`config.mk`:
```
export PLATFORM = sky130hd
export DESIGN_NAME = if_fetch_stage
export DESIGN_NICKNAME = d
export VERILOG_FILES = /design/src/rtl/if_fetch_stage.sv
export SDC_FILE = /design/constraint.sdc
export NUM_CORES = 1
export LEC_CHECK = 0
export ABC_AREA = 0
export CORE_MARGIN = 2
export CORE_UTILIZATION = 57
export CTS_BUF_LIST = sky130_fd_sc_hd__clkbuf_4
export CTS_CLUSTER_DIAMETER = 120
export DETAILED_ROUTE_END_ITERATION = 6
export HOLD_SLACK_MARGIN = 0.1
export PLACE_DENSITY = 0.95
export SLEW_MARGIN = 20
export SYNTH_ARGS = -nofsm -noshare
export SYNTH_HDL_FRONTEND = slang
export SYNTH_SLANG_ARGS = --single-unit
```
`constraint.sdc`:
```
create_clock -name clk -period 3.9 [get_ports clk]
set_clock_uncertainty 0.1 [all_clocks]
set_input_delay 1.17 -clock clk [delete_from_list [all_inputs] [get_ports clk]]
set_output_delay 1.17 -clock clk [all_outputs]
set_load 0.02 [all_outputs]
```
`src/rtl/if_fetch_stage.sv`:
```
// Instruction-fetch stage: owns the PC, fetches words over a req/ready handshake,
// and feeds a registered instruction plus PC+4 to the IF/ID register every cycle.
module if_fetch_stage #(
  parameter logic [31:0] RESET_PC = 32'h0000_0000,
  parameter logic [31:0] NOP_WORD = 32'h0000_0000
) (
  input  logic        clk,
  input  logic        rst_n,
  input  logic        stall,
  input  logic        redirect,
  input  logic [31:0] redirect_pc,
  output logic        imem_req,
  output logic [31:0] imem_addr,
  input  logic        imem_ready,
  input  logic [31:0] imem_rdata,
  output logic [31:0] ins,
  output logic [31:0] pcp4,
  output logic        ins_valid,
  output logic [1:0]  dbg_state
);

  // Handshake: a fetch completes on a cycle with imem_req & imem_ready; while
  // imem_req=1 and imem_ready=0 imem_addr holds, and imem_rdata is ignored otherwise.
  typedef enum logic [1:0] {
    FETCH = 2'd0,
    HOLD  = 2'd1,
    DROP  = 2'd2
  } state_t;

  state_t      state_q, state_d;
  logic [31:0] pc_q, pc_d;
  logic [31:0] hold_buf_q, hold_buf_d;
  logic [31:0] tgt_r_q, tgt_r_d;
  logic [31:0] ins_q, ins_d;
  logic [31:0] pcp4_q, pcp4_d;
  logic        ins_valid_q, ins_valid_d;
  logic [31:0] target;
  logic [31:0] pc_inc;

  assign target    = {redirect_pc[31:2], 2'b00};
  assign pc_inc    = pc_q + 32'd4;
  assign imem_addr = pc_q;
  assign imem_req  = rst_n & (state_q != HOLD);
  assign ins       = ins_q;
  assign pcp4      = pcp4_q;
  assign ins_valid = ins_valid_q;
  assign dbg_state = state_q;

  always_comb begin
    state_d     = state_q;
    pc_d        = pc_q;
    hold_buf_d  = hold_buf_q;
    tgt_r_d     = tgt_r_q;
    ins_d       = ins_q;
    pcp4_d      = pcp4_q;
    ins_valid_d = ins_valid_q;
    case (state_q)
      FETCH: begin
        if (redirect) begin
          ins_d       = NOP_WORD;
          ins_valid_d = 1'b0;
          if (imem_ready) begin
            pc_d = target;
          end else begin
            // The in-flight request must still complete, so wait it out in DROP.
            tgt_r_d = target;
            state_d = DROP;
          end
        end else if (stall) begin
          if (imem_ready) begin
            hold_buf_d = imem_rdata;
            state_d    = HOLD;
          end
        end else if (imem_ready) begin
          ins_d       = imem_rdata;
          pcp4_d      = pc_inc;
          ins_valid_d = 1'b1;
          pc_d        = pc_inc;
        end else begin
          ins_d       = NOP_WORD;
          ins_valid_d = 1'b0;
        end
      end
      HOLD: begin
        if (redirect) begin
          pc_d        = target;
          ins_d       = NOP_WORD;
          ins_valid_d = 1'b0;
          state_d     = FETCH;
        end else if (!stall) begin
          ins_d       = hold_buf_q;
          pcp4_d      = pc_inc;
          ins_valid_d = 1'b1;
          pc_d        = pc_inc;
          state_d     = FETCH;
        end
      end
      DROP: begin
        ins_d       = NOP_WORD;
        ins_valid_d = 1'b0;
        if (redirect) tgt_r_d = target;
        if (imem_ready) begin
          pc_d    = redirect ? target : tgt_r_q;
          state_d = FETCH;
        end
      end
      default: state_d = FETCH;
    endcase
  end

  always_ff @(posedge clk or negedge rst_n) begin
    if (!rst_n) begin
      state_q     <= FETCH;
      pc_q        <= RESET_PC;
      hold_buf_q  <= 32'h0;
      tgt_r_q     <= 32'h0;
      ins_q       <= NOP_WORD;
      pcp4_q      <= RESET_PC;
      ins_valid_q <= 1'b0;
    end else begin
      state_q     <= state_d;
      pc_q        <= pc_d;
      hold_buf_q  <= hold_buf_d;
      tgt_r_q     <= tgt_r_d;
      ins_q       <= ins_d;
      pcp4_q      <= pcp4_d;
      ins_valid_q <= ins_valid_d;
    end
  end

endmodule

```
* After elaboration in Yosys (flattened, before gate mapping)
Index checks and enable logic that the tools add are counted.
** Word-level totals
- Bits in registers :: 163
- Input port bits :: 69
- Output and inout port bits :: 100
- Word-level logic and storage cells :: 71
** Operators by class
- Add/sub/neg operators :: 1
- Equality and inequality tests :: 16
- Mux-type cells :: 35
- Bitwise operators :: 2
- Reductions and logical operators :: 10
** Operators with widths (number)
- two-way mux 32 bit :: 17
- one-hot mux 32 bit (3 select lines) :: 2
- one-hot mux 32 bit (2 select lines) :: 2
- adder 32 x 3 -> 32 bit (second input constant) :: 1
- inequality test 2 bit (second input constant) :: 8
- inequality test 3 bit (second input constant) :: 5
- two-way mux 2 bit :: 7
- AND reduction 5 bit :: 2
- one-hot mux 2 bit (3 select lines) :: 1
- AND reduction 3 bit :: 2
- AND reduction 6 bit :: 1
- two-way mux 1 bit :: 5
- AND reduction 4 bit :: 1
- nonzero test 2 bit :: 2
- one-hot mux 1 bit (3 select lines) :: 1
- nonzero test 3 bit :: 1
- equality test 2 x 1 -> 1 bit (second input constant) :: 1
- equality test 2 bit (second input constant) :: 1
- logical NOT 2 bit :: 1
- inequality test 2 x 1 -> 1 bit (second input constant) :: 1
- AND 1 bit :: 1
- inverter 1 bit :: 1

* Logic depth before layout (Yosys ltp)
- Depth after elaboration :: 5
- Mapped depth :: 9
- Gate-level depth less buffers :: 7

* Least setup slack after synthesis
No wires, ideal clock.
- Path kind :: input to output
- Start point :: input port rst_n
- End point :: output port imem_req
- Data arrival time :: 1.497 ns
- Required time :: 2.630 ns
- Path slack :: 1.133 ns
- Stages :: 1
- Path buffers :: 0
- Path through :: nor2b_1
** Between the ends
- Word-level cells in the longest chain between the ends :: 1
** RTL lines
- start, declared :: RTL line 8 : input logic rst_n,
- AND 1 bit :: RTL line 43 : assign imem_req = rst_n & (state_q != HOLD);
- end, declared :: RTL line 12 : output logic imem_req,
No other way between the ends.

* Worst setup path in the final report
- Start point :: register state_q[1], in the netlist dbg_state[1]
- End point :: output port imem_req
** Between the ends
- Word-level cells in the longest chain between the ends :: 2
** RTL lines
- start, declared :: RTL line 30 : state_t state_q, state_d;
- start signal, assigned :: RTL line 121 : state_q <= state_d;
- inequality test 2 x 1 -> 1 bit :: RTL line 43
- AND 1 bit :: RTL line 43
No other way between the ends.

==> qor.csv <==
metric,value,unit
setup_viol,0,
portBuffers,166,
cts_root_buf,clkbuf_4,
antenna_left,0,
reg2reg_slack,1.27,ns
hold_start,pcp4[25],
rows,42,
setup.worst_path.start_class,flip-flop,
cts_buffers,17,
max_freq,0.275,GHz
hp-class,flip-flop to flip-flop,
ys_seq_elements,163,
hold_viol,0,
nNetsFinal,951,
syn_area,7630,um2
die_h,120,um
grt_overflow,0,
ff2ff_path_depth,6,
place_congestion,0.868,
viasPerCell,6.06,
regToRegEndpoint,pcp4[3],
p_leak,4.03,nW
period_share,0.933,
vias,6472,
cts_tree,yes,
track_usage,0.284,
io-pin-count,169,
start_util,0.581,
wl_per_cell,18.5,um
cp-end-kind,output pin,
drt_wl_total,19800,um
total_power,7.54,mW
area_growth,27.6,%
antenna_found_initial,2,
critPathArrivalTime,2.37,ns
synth_cell_type_count,48,
seq_area_frac_synth,0.534,
status,finished clean,
synthArstFlopShare,1.00,
worstPathMaxFanout,7,
post-dp-hpwl,13600,um
drive_gt1_frac,0.137,
syn_avg_cell_area,10.4,um2
cp.required,2.63,ns
grt_pass1_vias,6288,
final_common_cell,clkdlybuf4s50_1,
mostFrequentLayoutCells,"clkdlybuf4s50_1 (165), dfrtp_1 (163), mux2_2 (65)",
setup_tns,0,ns
firstDrtPassIters,6,
ys.flop_type,dfrtp_1,
drc,0,
insertion_delay,0.56,ns
grt_max_degree,164,
post_cts_resized,0,
h-tree-depth,4,
min_path_cells,2,
cap_violations,0,
worstReg2RegStart,dbg_state[1],
period_needed,3.64,ns
cts_hold_buf,0,
hold_end,pcp4[25],
tightest_slew,0.981,ns
drv_slew,0,
design_area,9740,um2
cts_setup_buffers,0,
die_w,120,um
ys_warn_count,0,
cellPowerDensity,774,nW/um2
cts.sinks,163,
timing.hold.ws,0.394,ns
clk_pin_slew,0.13,ns
netlist_instances,733,
crit_type,flip-flop to output pin,
rsz0062_at_grt,false,
cts_buffer_depth,2,
grt_pass1_wl,31900,um
synth_nets,806,
ir_drop,0.000481,V
max-slew-margin-rel,0.346,
first_iter_violations,645,
fp.dieArea,14300,um2
synth_edf_count,0,
placed_area,9470,um2
fin_util,0.742,
coreArea,13100,um2
-- where the power goes --
part | leakage, nW | internal (mW) | switching (mW)
combinational | 1.87 | 1.65 | 1.79
clock | 0.143 | 0.391 | 0.571
sequential | 2.02 | 2.47 | 0.668
total | 4.03 | 4.51 | 3.03
-- registers in the layout (all words and copies together) (netlist names) --
signal      count
hold_buf_q     32
ins            32
ins_valid       1
tgt_r_q        32
dbg_state       2
pcp4           32
imem_addr      32
-- routing by layer --
metal	wire, um	vias to the layer above	global-route usage
li1	-	2940	-
met1	8140	3195	0.370
met2	9650	275	0.452
met3	1290	60	0.0680
met4	707	2	0.133
met5	12	-	0
-- metrics by stage --
step	instances	setup WS [ns]
final	1068	0.260
after CTS	1067	0.245
after detailed placement	1035	0.489
after floorplan	733	1.13
after global placement	1035	0.488
after global routing	1068	0.132
-- worst max path at each step --
stage                     to    startpoint
global placement    imem_req         rst_n
floorplan           imem_req         rst_n
detailed placement  imem_req         rst_n
finish              imem_req  dbg_state[1]
global route        imem_req  dbg_state[1]
CTS                 imem_req  dbg_state[1]
-- area by class of cell --
| cell class | count | area, um2 |
|---|---|---|
| Sequential cell | 163 | 4080 |
| Fill cell | 884 | 3400 |
| Multi-Input combinational cell | 500 | 3300 |
| Timing Repair Buffer | 182 | 1820 |
| Tap cell | 176 | 220 |
| Clock buffer | 20 | 150 |
| Clock inverter | 12 | 115 |
| Inverter | 14 | 52.6 |
| Antenna cell | 1 | 2.50 |
-- cells in the mapped netlist (2+ instances only) --
cell / instances / area, um2
a21oi_1: 58 / 290
a221oi_1: 2 / 17.5
a222oi_1: 5 / 50.1
a22o_1: 8 / 70.1
a22oi_1: 38 / 285
a31oi_1: 2 / 12.5
and2_1: 2 / 12.5
and3_1: 8 / 50.1
and4_1: 2 / 17.5
buf_1: 8 / 30.0
buf_2: 3 / 15.0
buf_4: 3 / 22.5
clkbuf_1: 42 / 158
dfrtp_1: 163 / 4080
ha_1: 4 / 50.1
inv_1: 14 / 52.6
mux2_2: 65 / 732
mux2i_1: 5 / 50.1
nand2_1: 60 / 225
nand2b_1: 4 / 25.0
nand3_1: 11 / 55.1
nand4_1: 9 / 56.3
nor2_1: 62 / 233
nor2b_1: 2 / 12.5
nor3_1: 9 / 45.0
nor4_1: 2 / 12.5
o21ai_0: 64 / 320
o22ai_1: 8 / 50.1
o2bb2ai_1: 12 / 105
o31a_1: 7 / 61.3
o31ai_1: 3 / 22.5
o41ai_1: 3 / 26.3
or2_2: 2 / 12.5
or3_1: 3 / 18.8
xnor2_1: 26 / 228
xor2_1: 2 / 17.5
-- critical path: stages, from the launching register on --
cell             delay [ns]
dfrtp_1                0.53
inv_1                  0.15
ha_1                   0.26
nor2b_1                0.23
clkdlybuf4s50_1        0.64
-- logic make-up after synthesis --
| logic type | share of synthesized area |
|---|---|
| simple gates | 0.109 |
| compound gates | 0.179 |
| mux | 0.102 |
| flops | 0.534 |
| fa+ha+maj | 0.00656 |
| xor+xnor | 0.0321 |
| buf+inv | 0.0364 |
No activity file was read; power rests on OpenSTA's default activity.
